`src/rtl/alu_result_register_pkg.sv`:
```
// Shared definitions for the ALU result stage: default geometry and FSM state encoding.
package alu_result_register_pkg;

    localparam int DEFAULT_WIDTH = 8;
    localparam int DEFAULT_DEPTH = 4;

    typedef enum logic {
        STATE_LIVE   = 1'b0,
        STATE_REVIEW = 1'b1
    } state_e;

endpackage

```
`src/rtl/alu_result_register_hist_ring_buffer.sv`:
```
// History ring buffer: circular storage of the last DEPTH results, occupancy tracking,
// sticky overflow, and a read port addressed by age (0 = newest).
module hist_ring_buffer #(
    parameter int WIDTH = 8,
    parameter int DEPTH = 4,
    localparam int AW = $clog2(DEPTH),
    localparam int CW = AW + 1
) (
    input  logic             clk,
    input  logic             srst,
    input  logic             wr_en_i,
    input  logic [WIDTH-1:0] wr_data_i,
    input  logic [AW-1:0]    rd_age_i,
    output logic [WIDTH-1:0] rd_data_o,
    output logic [CW-1:0]    count_o,
    output logic             full_o,
    output logic             overflow_o
);

    logic [WIDTH-1:0] mem_q [DEPTH];
    logic [AW-1:0]    wr_ptr_q;
    logic [AW-1:0]    wr_ptr_d;
    logic [CW-1:0]    count_q;
    logic [CW-1:0]    count_d;
    logic             overflow_q;
    logic             overflow_d;
    logic             full_w;
    logic [AW-1:0]    rd_idx_w;

    assign full_w = (count_q == CW'(DEPTH));

    // DEPTH is a power of two, so the pointer wraps naturally at DEPTH-1 -> 0.
    always_comb begin
        wr_ptr_d   = wr_ptr_q;
        count_d    = count_q;
        overflow_d = overflow_q;
        if (wr_en_i) begin
            wr_ptr_d = wr_ptr_q + AW'(1);
            if (full_w) begin
                overflow_d = 1'b1;
            end else begin
                count_d = count_q + CW'(1);
            end
        end
    end

    always_ff @(posedge clk) begin
        if (srst) begin
            wr_ptr_q   <= '0;
            count_q    <= '0;
            overflow_q <= 1'b0;
        end else begin
            wr_ptr_q   <= wr_ptr_d;
            count_q    <= count_d;
            overflow_q <= overflow_d;
        end
    end

    // Storage is not reset; entries beyond count are never presented.
    always_ff @(posedge clk) begin
        if (wr_en_i) begin
            mem_q[wr_ptr_q] <= wr_data_i;
        end
    end

    assign rd_idx_w   = wr_ptr_q - AW'(1) - rd_age_i;
    assign rd_data_o  = (count_q == '0) ? '0 : mem_q[rd_idx_w];
    assign count_o    = count_q;
    assign full_o     = full_w;
    assign overflow_o = overflow_q;

endmodule

```
`src/rtl/alu_result_register.sv`:
```
// ALU result stage: accept handshake, held Result/FeedbackB, review-mode FSM
// that steps through the result history for display.
module alu_result_register
    import alu_result_register_pkg::*;
#(
    parameter int WIDTH = DEFAULT_WIDTH,
    parameter int DEPTH = DEFAULT_DEPTH,
    localparam int AW = $clog2(DEPTH),
    localparam int CW = AW + 1
) (
    input  logic               CLOCK_50,
    input  logic               Reset,
    input  logic [WIDTH-1:0]   ALUout,
    input  logic               alu_valid,
    output logic               alu_ready,
    input  logic               review,
    output logic [WIDTH-1:0]   Result,
    output logic [WIDTH/2-1:0] FeedbackB,
    output logic [WIDTH-1:0]   HistOut,
    output logic [AW-1:0]      HistAge,
    output logic [CW-1:0]      count,
    output logic               full,
    output logic               overflow
);

    state_e           state_q;
    logic             alu_ready_q;
    logic [AW-1:0]    hist_age_q;
    logic [WIDTH-1:0] result_q;
    logic [WIDTH-1:0] result_d;
    logic             review_q;
    logic             review_edge_w;
    logic             accept_w;
    logic [CW-1:0]    count_w;
    logic             last_age_w;

    assign review_edge_w = review & ~review_q;
    assign accept_w      = alu_valid & alu_ready_q;
    assign result_d      = accept_w ? ALUout : result_q;
    assign last_age_w    = ({1'b0, hist_age_q} == (count_w - CW'(1)));

    always_ff @(posedge CLOCK_50) begin
        if (Reset) begin
            review_q <= 1'b0;
            result_q <= '0;
        end else begin
            review_q <= review;
            result_q <= result_d;
        end
    end

    // A review edge coinciding with an accept still enters REVIEW: the write lands
    // first, so age 0 then shows the freshly captured result.
    always_ff @(posedge CLOCK_50) begin
        if (Reset) begin
            state_q     <= STATE_LIVE;
            alu_ready_q <= 1'b1;
            hist_age_q  <= '0;
        end else begin
            case (state_q)
                STATE_LIVE: begin
                    if (review_edge_w && (count_w != '0 || accept_w)) begin
                        state_q     <= STATE_REVIEW;
                        alu_ready_q <= 1'b0;
                        hist_age_q  <= '0;
                    end
                end
                STATE_REVIEW: begin
                    if (review_edge_w) begin
                        if (last_age_w) begin
                            state_q     <= STATE_LIVE;
                            alu_ready_q <= 1'b1;
                            hist_age_q  <= '0;
                        end else begin
                            hist_age_q <= hist_age_q + AW'(1);
                        end
                    end
                end
                default: begin
                    state_q     <= STATE_LIVE;
                    alu_ready_q <= 1'b1;
                    hist_age_q  <= '0;
                end
            endcase
        end
    end

    hist_ring_buffer #(
        .WIDTH (WIDTH),
        .DEPTH (DEPTH)
    ) u_hist (
        .clk        (CLOCK_50),
        .srst       (Reset),
        .wr_en_i    (accept_w),
        .wr_data_i  (ALUout),
        .rd_age_i   (hist_age_q),
        .rd_data_o  (HistOut),
        .count_o    (count_w),
        .full_o     (full),
        .overflow_o (overflow)
    );

    assign alu_ready = alu_ready_q;
    assign Result    = result_q;
    assign FeedbackB = result_q[WIDTH/2-1:0];
    assign HistAge   = hist_age_q;
    assign count     = count_w;

endmodule

```
`config.mk`:
```
export PLATFORM = sky130hd
export DESIGN_NAME = alu_result_register
export DESIGN_NICKNAME = d
export VERILOG_FILES = /design/src/rtl/alu_result_register_pkg.sv /design/src/rtl/alu_result_register_hist_ring_buffer.sv /design/src/rtl/alu_result_register.sv
export SDC_FILE = /design/constraint.sdc
export NUM_CORES = 1
export LEC_CHECK = 0
export CAP_MARGIN = 20
export CORE_UTILIZATION = 48
export CTS_BUF_LIST = sky130_fd_sc_hd__clkbuf_2 sky130_fd_sc_hd__clkbuf_4 sky130_fd_sc_hd__clkbuf_8
export DETAILED_ROUTE_END_ITERATION = 6
export PLACE_DENSITY = 0.77
export SYNTH_ARGS = -nofsm -noshare
export SYNTH_HDL_FRONTEND = slang
export SYNTH_SLANG_ARGS = --single-unit
export TNS_END_PERCENT = 20
```
`constraint.sdc`:
```
create_clock -name CLOCK_50 -period 5.4 [get_ports CLOCK_50]
set_clock_uncertainty 0.05 [all_clocks]
set_input_delay 0.81 -clock CLOCK_50 [delete_from_list [all_inputs] [get_ports CLOCK_50]]
set_output_delay 0.81 -clock CLOCK_50 [all_outputs]
set_load 0.1 [all_outputs]
```
; ---- Yosys cells after proc, flatten, opt, wreduce, memory -nomap -nowiden
; Memory sizes are Yosys's and may differ from the RTL's.
; Index checks and enable logic that the tools add are counted.
[totals]
mem_count = 1
mem_bits_rw = 32
regBits = 19
[op_classes]
bitwise = 5
add_sub_neg = 6
n_eq_ne = 5
n_reduce_logical = 8
mux = 15
[mem_list]
columns = name, depth, width, read_ports, rd_clocked_by_memory_dff, wr, line_no
row1 = u_hist.mem_q, 4, 8, 1, 0, 1, alu_result_register_hist_ring_buffer.sv:20  ; logic [WIDTH-1:0] mem_q [DEPTH];
[op_table]
columns = op, n
row1 = 2-to-1 mux 1 bit, 8
row2 = 2-to-1 mux 8 bit, 1
row3 = 2-to-1 mux 2 bit, 3
row4 = AND reduction 2 bit, 3
row5 = "adder 2 x 1 -> 2 bit, second input constant", 2
row6 = "inequality test 2 x 1 -> 1 bit, second input constant", 2
row7 = case mux 1 bit (2 select lines), 2
row8 = case mux 2 bit (2 select lines), 1
row9 = "adder 3 x 1 -> 3 bit, second input constant", 1
row10 = equality test 2 x 3 -> 1 bit, 1
row11 = "equality test 3 bit, second input constant", 1
row12 = logical NOT 3 bit, 1
row13 = NOT 1 bit, 3
row14 = AND reduction 3 bit, 1
row15 = nonzero test 3 bit, 1
row16 = "subtractor 3 x 1 -> 3 bit, second input constant", 1
row17 = bitwise AND 1 bit, 2
row18 = "inequality test 2 bit, second input constant", 1
row19 = "subtractor 2 x 1 -> 2 bit, second input constant", 1
row20 = subtractor 2 bit, 1
row21 = logical AND 1 bit, 1
row22 = logical OR 1 bit, 1

; ---- Longest topological paths before layout
[logic_depth]
depth_word = 5
ltp_mapped = 7
ltp_nobuf = 6

; ---- Modules after synthesis
; Synthesis repeated with hierarchy kept, for this count alone.
[unflattened]
hier_cells = 162
hier_area_um2 = 2220.9
[by_module_without_submodules]
columns = mod, seq_area_each_um2, cells_per_inst, area_each_um2, n_inst
row1 = hist_ring_buffer, 1081.0, 89, 1615.3, 1
row2 = alu_result_register, 260.2, 73, 605.6, 1

; ---- Worst setup path before layout
; No wires, ideal clock.
[synth_timing]
kind = reg-to-output
start = reg hist_age_q[0] (netlist: HistAge[0])
end = out HistOut[1]
slack_ns = 0.867
required_time_ns = 4.540
arrival_ns = 3.673
stages_incl_launch_ff = 8
path_cell_list = dfxtp_1 -> inv_1 -> ha_1 -> xnor2_2 -> xnor2_4 -> buf_12 -> mux2i_1 -> o22ai_1
[synth_between]
elab_chain_cells = 3
[synth_rtl]
columns = element, line_no
row1 = "start, declared", alu_result_register.sv:28  ; logic [AW-1:0] hist_age_q;
row2 = "start signal, assigned", alu_result_register.sv:75  ; hist_age_q <= hist_age_q + AW'(1);
row3 = subtractor 2 bit, alu_result_register_hist_ring_buffer.sv:66  ; assign rd_idx_w = wr_ptr_q - AW'(1) - rd_age_i;
row4 = memory read (4 x 8 bit), -
row5 = 2-to-1 mux 8 bit, alu_result_register_hist_ring_buffer.sv:67  ; assign rd_data_o = (count_q == '0) ? '0 : mem_q[rd_idx_w];
row6 = "end, declared", alu_result_register.sv:19  ; output logic [WIDTH-1:0] HistOut,
; No other way between the ends.

; ---- Worst setup path in the final report
[layout_timing]
start = reg hist_age_q[0] (netlist: HistAge[0])
end = out HistOut[5]
; Same word-level chain as after synthesis.

==> out/results.tsv <==
metric	value	unit
GPL Wtd Cong	0.833	
Tightest Hold Check Type	reg2reg	
delay-heaviest family, CP	buffers and inverters	
TNS Setup	0	ps
clock root buffer	clkbuf_8	
CP arrival	3350	ps
Pre-Repair DR Iteration Count	4	
worst reg-to-reg setup slack	3480	ps
IO Port Bufs	39	
CTS Buf Count	5	
Max Cap Viol	0	
Slew @ Worst Pin	974	ps
Core ar.	0.00435	mm^2
Critical Path Slowest Stage Cell	clkdlybuf4s50_1	
Synth top area share	44.2	%
Final Hold Fails	0	
Layout area overhead	21.9	%
largest family of logic cells by synthesized area	simple AND/OR/NAND/NOR gates	
Synth Area in Simple Gates	10.1	%
# diodes	0	
Starting Density	50.0	%
vias in the first global route	1255	
Total Wirelength	3.83	mm
CP max stage delay	1170	ps
share of layout cells above drive strength 1	5.71	%
power density cells	379	mW/mm^2
antenna violations before repair	0	
number of routed nets with antenna violations	0	
Syn Inst Count	174	
Hold Path End	Result[5]	
Synth Area in Compound Gates	7.36	%
CTS tree	done	
reg2reg path depth	6	
gr usage total	17.2	%
ranking of synthesized cells by area	edfxtp_1, dfxtp_1, mux2i_1	
maximum vdd drop	209	uV
cell area after synthesis	0.00218	mm^2
area leader, netlist	edfxtp_1	
FF+latch count, synth	51	
DRT iter0 DRCs	96	
Die Wd	69.3	um
worst-path cell chain	inv_1 -> ha_1 -> xnor2_2 -> xnor2_4 -> mux2i_1 -> o22ai_1 -> clkdlybuf4s50_1	
synthesis warning total	0	
H-Tree Depth	2	
Crit path required time	4540	ps
CP Capture Type	output port	
post-CTS sizing	0	
DIE AREA	0.00481	mm^2
Cell Rows	24	
die height	69.3	um
global route overflow	0	
Detail Placement HPWL	2.66	mm
worst r2r src	u_hist.count_o[0]	
Post-Synth Adder-Cell Area	4.60	%
CTS Buffer Depth	2	
Clock transition at path regs	90	ps
hold path depth	2	
Startpoint Class	flip-flop	
LEAKAGE	1.01	nW
Tcrit/Tclk final	78.0	%
drt drc	0	
Post-CTS Setup Inserts	0	
Fmax	0.237	GHz
Period minus WS final	4210	ps
Via Count	1359	
WL/cell	14.6	um
worst skew pair latency	300	ps
worst path bufs/invs	2	
RSZ-0062 raised after global routing	false	
outcome	finished, final reports clean	
register area share after synthesis	61.6	%
io pins	40	
Worst R2R End	HistAge[1]	
CTS hold repair buffers	0	
synthesized-area fraction occupied by xor and xnor cells	4.43	%
critical path start-end classification	reg2out	
CP max FO	16	
relative slew slack	34.8	%
synthesized area per cell	12.5	um^2
Hold Crit Start	Result[5]	
Via-to-Cell Ratio	5.19	
library cells used by synthesis	32	
Final #Nets	229	
post-synthesis mux area share	7.36	%
largest net degree at the start of global routing	20	
first-pass GRT wire length	6.20	mm
CTS Sinks	51	
Final setup viols	0	
WP depth	7	
syn nets	194	
Pwr Total	0.00100	W
Max Slew Vio Count	0	
-- per-stage QoR --
| stage | utilization, % | std cells | area, um^2 | hold slack [ps] | setup WS [ps] |
|---|---|---|---|---|---|
| floorplan | - | 174 | 2180 | 430 | 867 |
| global placement | 58.8 | 254 | 2560 | 395 | 1570 |
| detailed placement | 58.8 | 254 | 2560 | 396 | 1510 |
| CTS | 60.9 | 262 | 2650 | 409 | 1160 |
| global route | 60.9 | 262 | 2650 | 441 | 954 |
| finish | 60.9 | 262 | 2650 | 408 | 1190 |
-- per-layer routing --
layer  track usage, %  wire [um]
met2             26.8       1840
met4             6.80         62
met5                0          0
met3             4.07        170
met1             23.3       1760
-- placed cells by master (no fill, tap or decap), drive strengths merged, types with 6 or more instances in the layout --
master,n
edfxtp,32
o22ai,8
a21oi,14
nand2,23
clkdlybuf4s50,39
inv,8
nor2,6
ha,8
dfxtp,19
mux2i,16
-- area by class of cell --
class	count	area (um^2)
Inverter	7	26.3
Clock buffer	5	68.8
Tap cell	52	65.1
Sequential cell	51	1340
Fill cell	371	1700
Multi-Input combinational cell	105	736
Clock inverter	3	23.8
Timing Repair Buffer	39	390
-- worst max path at each step --
stage,start,slack [ps],to
floorplan,HistAge[0],870,HistOut[1]
global placement,HistAge[0],1570,HistOut[5]
detailed placement,HistAge[0],1510,HistOut[5]
CTS,HistAge[0],1160,HistOut[5]
global route,HistAge[0],950,HistOut[5]
finish,HistAge[0],1190,HistOut[5]
-- synth_stat cells, drive strengths merged --
cell,instances
or2,1
and3,5
xnor2,5
a31oi,1
nand2b,3
a21oi,14
or3,2
xor2,3
dfxtp,19
and2,1
a211oi,1
a221o,1
mux2i,16
buf,7
nor2,6
or4,1
nor2b,2
inv,7
nand3,2
clkbuf,4
edfxtp,32
o211ai,1
o22ai,8
ha,8
nand2,23
a211o,1
-- sequential cells by signal, indices dropped and copies added, names as in the netlist --
signal and count:
HistAge 2, u_hist.overflow_o 1, alu_ready 1, u_hist.count_o 3, review_q 1, u_hist.mem_q 32
state_q 1, u_hist.wr_ptr_q 2, Result 8
-- cells by family (layout without fill, tap and decap cells) --
logic type | count (synthesis) | after routing
flops | 51 | 51
simple gates | 46 | 46
compound gates | 27 | 27
buf+inv | 18 | 54
mux | 16 | 16
fa+ha+maj | 8 | 8
xor+xnor | 8 | 8
-- power breakdown --
group          switching (W)  internal (W)
clock               0.000130     0.0000928
sequential         0.0000129      0.000438
combinational       0.000239     0.0000907
total               0.000382      0.000622
-- tightest hold or removal path: cells and delay by family, from the launching register on --
kind | cells | cell delay (ps)
flip-flops | 1 | 320
AND/OR/NAND/NOR | 1 | 50
AO/OA/AOI/OAI | 1 | 50
Power figures use the tool's default switching activity.
==> RTL edit 1: new RTL, config.mk and constraints unchanged <==
Change the package constant `DEFAULT_DEPTH` from 4 to 2.
--- a/src/rtl/alu_result_register_pkg.sv
+++ b/src/rtl/alu_result_register_pkg.sv
@@ -2,7 +2,7 @@
 package alu_result_register_pkg;
 
     localparam int DEFAULT_WIDTH = 8;
-    localparam int DEFAULT_DEPTH = 4;
+    localparam int DEFAULT_DEPTH = 2;
 
     typedef enum logic {
         STATE_LIVE   = 1'b0,
Ports: changed (resized HistAge and count); port bits go from 40 to 38. The function was not compared with the original's and may differ.
==> RTL edit 1 against the unedited design <==
Total power fell by 14%. Sequential cell count fell by 19. Worst hold slack improved by 0.0098 ns. Critical path type unchanged. Register-to-register slack improved by 0.11 ns. Routed wire length fell by 28%. Cell count fell by 26%. Combinational power rose by 15%. Via count fell by 26%. Clock power fell by 18%. Non-clock buffer count fell by 2. Design area fell by 34%. Synthesized area fell by 40%. Worst setup slack improved by 0.60 ns.
==> RTL edit 1: results (changes against the unedited design) <==
[placement]
numPortBuffers=37  ; was 39
post-dp-hpwl_mm=1.97  ; was 2.66 mm
dpl-instance-area_um2=1660  ; was 2560 um^2
globalplace.congestion=0.738  ; was 0.833

[routing]
dr.pass1.iters=4  ; unchanged
drtIter0Drc=27  ; was 96
via_per_inst=5.24  ; was 5.19
drt-total-wl_mm=2.77  ; was 3.83 mm

[finish]
drive_gt1_frac=0.0613  ; was 0.0571
final_cells=193  ; was 262
fillers=202  ; was 371
finish.utilization=0.689  ; was 0.609
diodes=0  ; unchanged
final_nets=176  ; was 229
largest_reg_flops=16  ; was 32
regMostFlops=u_hist.mem_q  ; unchanged

[power_and_ir_drop]
p_comb_frac=0.437  ; was 0.329
vdd_drop_max_v=0.000361  ; was 0.000209 V
switchingPower_w=0.000390  ; was 0.000382 W
leakage_nw=0.628  ; was 1.01 nW
seq-power_w=0.000304  ; was 0.000451 W

[yosys]
synth_area_leaders=edfxtp_1 37%, dfxtp_1 25%, nand2_1 9.5%, a21oi_1 6.9%, xnor2_1 2.7%  ; was edfxtp_1 44%, dfxtp_1 17%, mux2i_1 7.4%, ha_1 4.6%, nand2_1 4.0%
yosys_warnings=0  ; unchanged
ys_seq_area_frac=0.615  ; was 0.616
synth_edf_count=16  ; was 32
synth_cell_types=24  ; was 32
synth_nets=141  ; was 194
netlist_instances=127  ; was 174
async_reset_ff_frac=0  ; unchanged
synth_commonest_cells=33 x nand2_1, 18 x a21oi_1, 16 x dfxtp_1, 16 x edfxtp_1, 7 x nor2_1  ; was 32 x edfxtp_1, 23 x nand2_1, 19 x dfxtp_1

[clock_network]
clockBufferDepth=2  ; unchanged
cts_root_buffer=clkbuf_4  ; was clkbuf_8
clock_latency_ns=0.33  ; was 0.30 ns
post_cts_resized=0  ; unchanged
cts_setup_buffers=0  ; unchanged
clk_transition_reported_paths_ns=0.10
numCtsBuffers=5  ; unchanged
htreeDepth=2  ; unchanged

[sta]
worst_pin_slew_ns=0.984  ; was 0.974 ns

[run_status]
status=finished, final reports clean  ; unchanged

[global_routing]
antenna_found_initial=0  ; unchanged
grt_pass1_vias=940  ; was 1,255
grt_first_pass_wirelength_mm=4.18  ; was 6.20 mm
met2_usage=0.350  ; was 0.268
grt_max_degree=19  ; was 20
use_met3=0.0819  ; was 0.0407
grt_usage=0.213  ; was 0.172
grtUsageMet1=0.244  ; was 0.233

[min_path]
hp-class=register to register  ; unchanged

[worst_setup_path]
crit_fanout=8  ; was 16
arrival_ns=2.75  ; was 3.35 ns

[RTL edit 1: cell types whose count changed in the layout (fill, tap and decap cells not counted), sizes merged, moves of 5 or more]
cell	change
ha	-6
o22ai	-8
mux2i	-15
edfxtp	-16
inv	-5
nand2	+10
[RTL edit 1: path summary, 6_finish.rpt]
| kind | start | endpoint | slack (ns) | cells after the start |
|---|---|---|---|---|
| worst min-delay path | Result[7] | Result[7] | 0.42 | 2 |
| worst max-delay path | HistAge | HistOut[2] | 1.79 | 4 |
| worst min register to register | Result[7] | Result[7] | 0.42 | 2 |
| worst max register to register | alu_ready | u_hist.mem_q[0][3] | 3.59 | 2 |
[RTL edit 1: layer usage]
layer	wire length (um)	vias to the layer above
li1	-	492
met1	1100	479
met2	1470	39
met3	185	2
met4	6	0
met5	0	-
[RTL edit 1: area by class of cell]
cell class	count	area share
Sequential cell	32	0.460
Clock inverter	2	0.0201
Multi-Input combinational cell	83	0.253
Timing Repair Buffer	37	0.213
Tap cell	30	0.0216
Inverter	3	0.00647
Clock buffer	6	0.0259
[RTL edit 1: cell families after synthesis]
kind of cell             count (synthesis)  share of synthesized area
AND/OR/NAND/NOR                         50                      0.166
flip-flops                              32                      0.615
AO/OA/AOI/OAI                           25                      0.105
buffers and inverters                   12                     0.0471
XOR/XNOR                                 5                     0.0394
adder cells (fa/ha/maj)                  2                     0.0192
multiplexers                             1                    0.00769
[RTL edit 1: through the flow]
step	setup slack, ns	total power (W)
after CTS	1.76	0.000872
after floorplan	1.44	0.000604
after global routing	1.65	0.000901
after global placement	2.19	0.000682
final	1.79	0.000866
after detailed placement	2.15	0.000689
[RTL edit 1: critical path, stage by stage, from the launching register on]
cell and delay (ns):
dfxtp_1 0.41, xnor2_1 0.55, nand2_1 0.15, a21oi_1 0.16, clkdlybuf4s50_1 1.15
==> RTL edit 2: new RTL, same flow settings <==
Without the edit above. Take the reset off `result_q` and load it in a clocked block of its own.
--- a/src/rtl/alu_result_register.sv
+++ b/src/rtl/alu_result_register.sv
@@ -42,11 +42,13 @@
     always_ff @(posedge CLOCK_50) begin
         if (Reset) begin
             review_q <= 1'b0;
-            result_q <= '0;
         end else begin
             review_q <= review;
-            result_q <= result_d;
         end
+    end
+
+    always_ff @(posedge CLOCK_50) begin
+        result_q <= result_d;
     end
 
     // A review edge coinciding with an accept still enters REVIEW: the write lands
Function: differs if Reset is asserted again (counterexample within 4 cycles, from zero or initial values and one cycle with Reset high); with Reset held inactive, the same outputs for 10 cycles.
==> RTL edit 2 against the unedited design <==
Total power shrank 0.47%. Sequential cell count is the same. Highest routed layer unchanged. Global-route usage grew 0.96 points. Design area shrank 1.7%. Core utilization grew 2.4 points. Worst setup slack lost 0.010 ns. Synthesized area shrank 2.5%. Routed wire length shrank 2.2%.
==> RTL edit 2: results (changes against the unedited design) <==
[finish]
diodes=0  ; unchanged
drive_gt1_frac=0.0435  ; was 0.0571
seq_area_frac=0.545  ; was 0.506
buf_share=0.150  ; was 0.147
clock_cell_area_share=0.0322  ; was 0.0349
fillers=312  ; was 371
largest_reg_flops=32  ; unchanged
final_nets=203  ; was 229
multi_input_gates=79  ; was 105

[power_and_ir_drop]
power_clock_w=0.000202  ; was 0.000222 W
p_clk_frac=0.202  ; was 0.222
leakage_nw=0.991  ; was 1.01 nW
switchingPower_w=0.000370  ; was 0.000382 W
vdd_drop_max_v=0.000194  ; was 0.000209 V

[yosys]
synth_nets=165  ; was 194
synth_xor_area_frac=0.0454  ; was 0.0443
synth_edf_count=40  ; was 32
synth_area_leaders=edfxtp_1 57%, dfxtp_1 10%, mux2i_1 8.5%, ha_1 4.7%, o22ai_1 2.4%  ; was edfxtp_1 44%, dfxtp_1 17%, mux2i_1 7.4%, ha_1 4.6%, nand2_1 4.0%
synth_compound_area_frac=0.0483  ; was 0.0736
synthAdderAreaFrac=0.0472  ; was 0.0460
synth_commonest_cells=40 x edfxtp_1, 18 x mux2i_1, 11 x dfxtp_1  ; was 32 x edfxtp_1, 23 x nand2_1, 19 x dfxtp_1
netlist_instances=145  ; was 174
ys_seq_area_frac=0.670  ; was 0.616
synth_cell_types=30  ; was 32

[routing]
vias=1248  ; was 1,359
wl_met2_mm=1.86  ; was 1.84 mm
drtIter0Drc=63  ; was 96
drt-total-wl_mm=3.75  ; was 3.83 mm
wl_per_cell_um=16.0  ; was 14.6 um
dr_wl_met3_um=214  ; was 170 um

[worst_setup_path]
arrival_ns=3.36  ; was 3.35 ns
rrSetupSlack_ns=3.66  ; was 3.48 ns

[global_routing]
grt_first_pass_wirelength_mm=5.95  ; was 6.20 mm
grtUsageMet1=0.218  ; was 0.233
grt_max_degree=17  ; was 20
use_met3=0.0526  ; was 0.0407
met2_usage=0.308  ; was 0.268
grt_usage=0.182  ; was 0.172

[placement]
dp_cells=226  ; was 254
pre_cts_ws_ns=1.49  ; was 1.51 ns
globalplace.congestion=0.751  ; was 0.833
post-dp-hpwl_mm=2.58  ; was 2.66 mm

[sta]
worst_pin_slew_ns=1.01  ; was 0.974 ns

[run_status]
status=finished, final reports clean  ; unchanged

==> RTL edit 2: cell types whose count changed in the layout (fill, tap and decap cells not counted), moves of 2 or more <==
cell,delta
edfxtp_1,+8
a21oi_1,-10
or3_1,-2
mux2i_1,+2
dfxtp_1,-8
clkinv_1,+3
nand2_1,-17
nor2_1,+2
==> RTL edit 2: stage by stage <==
step	cell area [um^2]	util
after floorplan	2120	-
after CTS	2610	0.633
final	2610	0.633
after global routing	2610	0.633
after detailed placement	2520	0.613
after global placement	2520	0.613
==> RTL edit 2: worst paths after layout <==
check               startpoint           endpoint  cells after the start
min          u_hist.overflow_o  u_hist.overflow_o                      2
min reg2reg  u_hist.overflow_o  u_hist.overflow_o                      2
max                 HistAge[0]         HistOut[5]                      7
max reg2reg          alu_ready  u_hist.count_o[0]                      4
==> RTL edit 2: worst reg2reg max path, delay by kind of cell, from the launching register on <==
family	cells	cell delay (ns)
simple gates	3	0.93
flops	1	0.43
xor+xnor	1	0.20
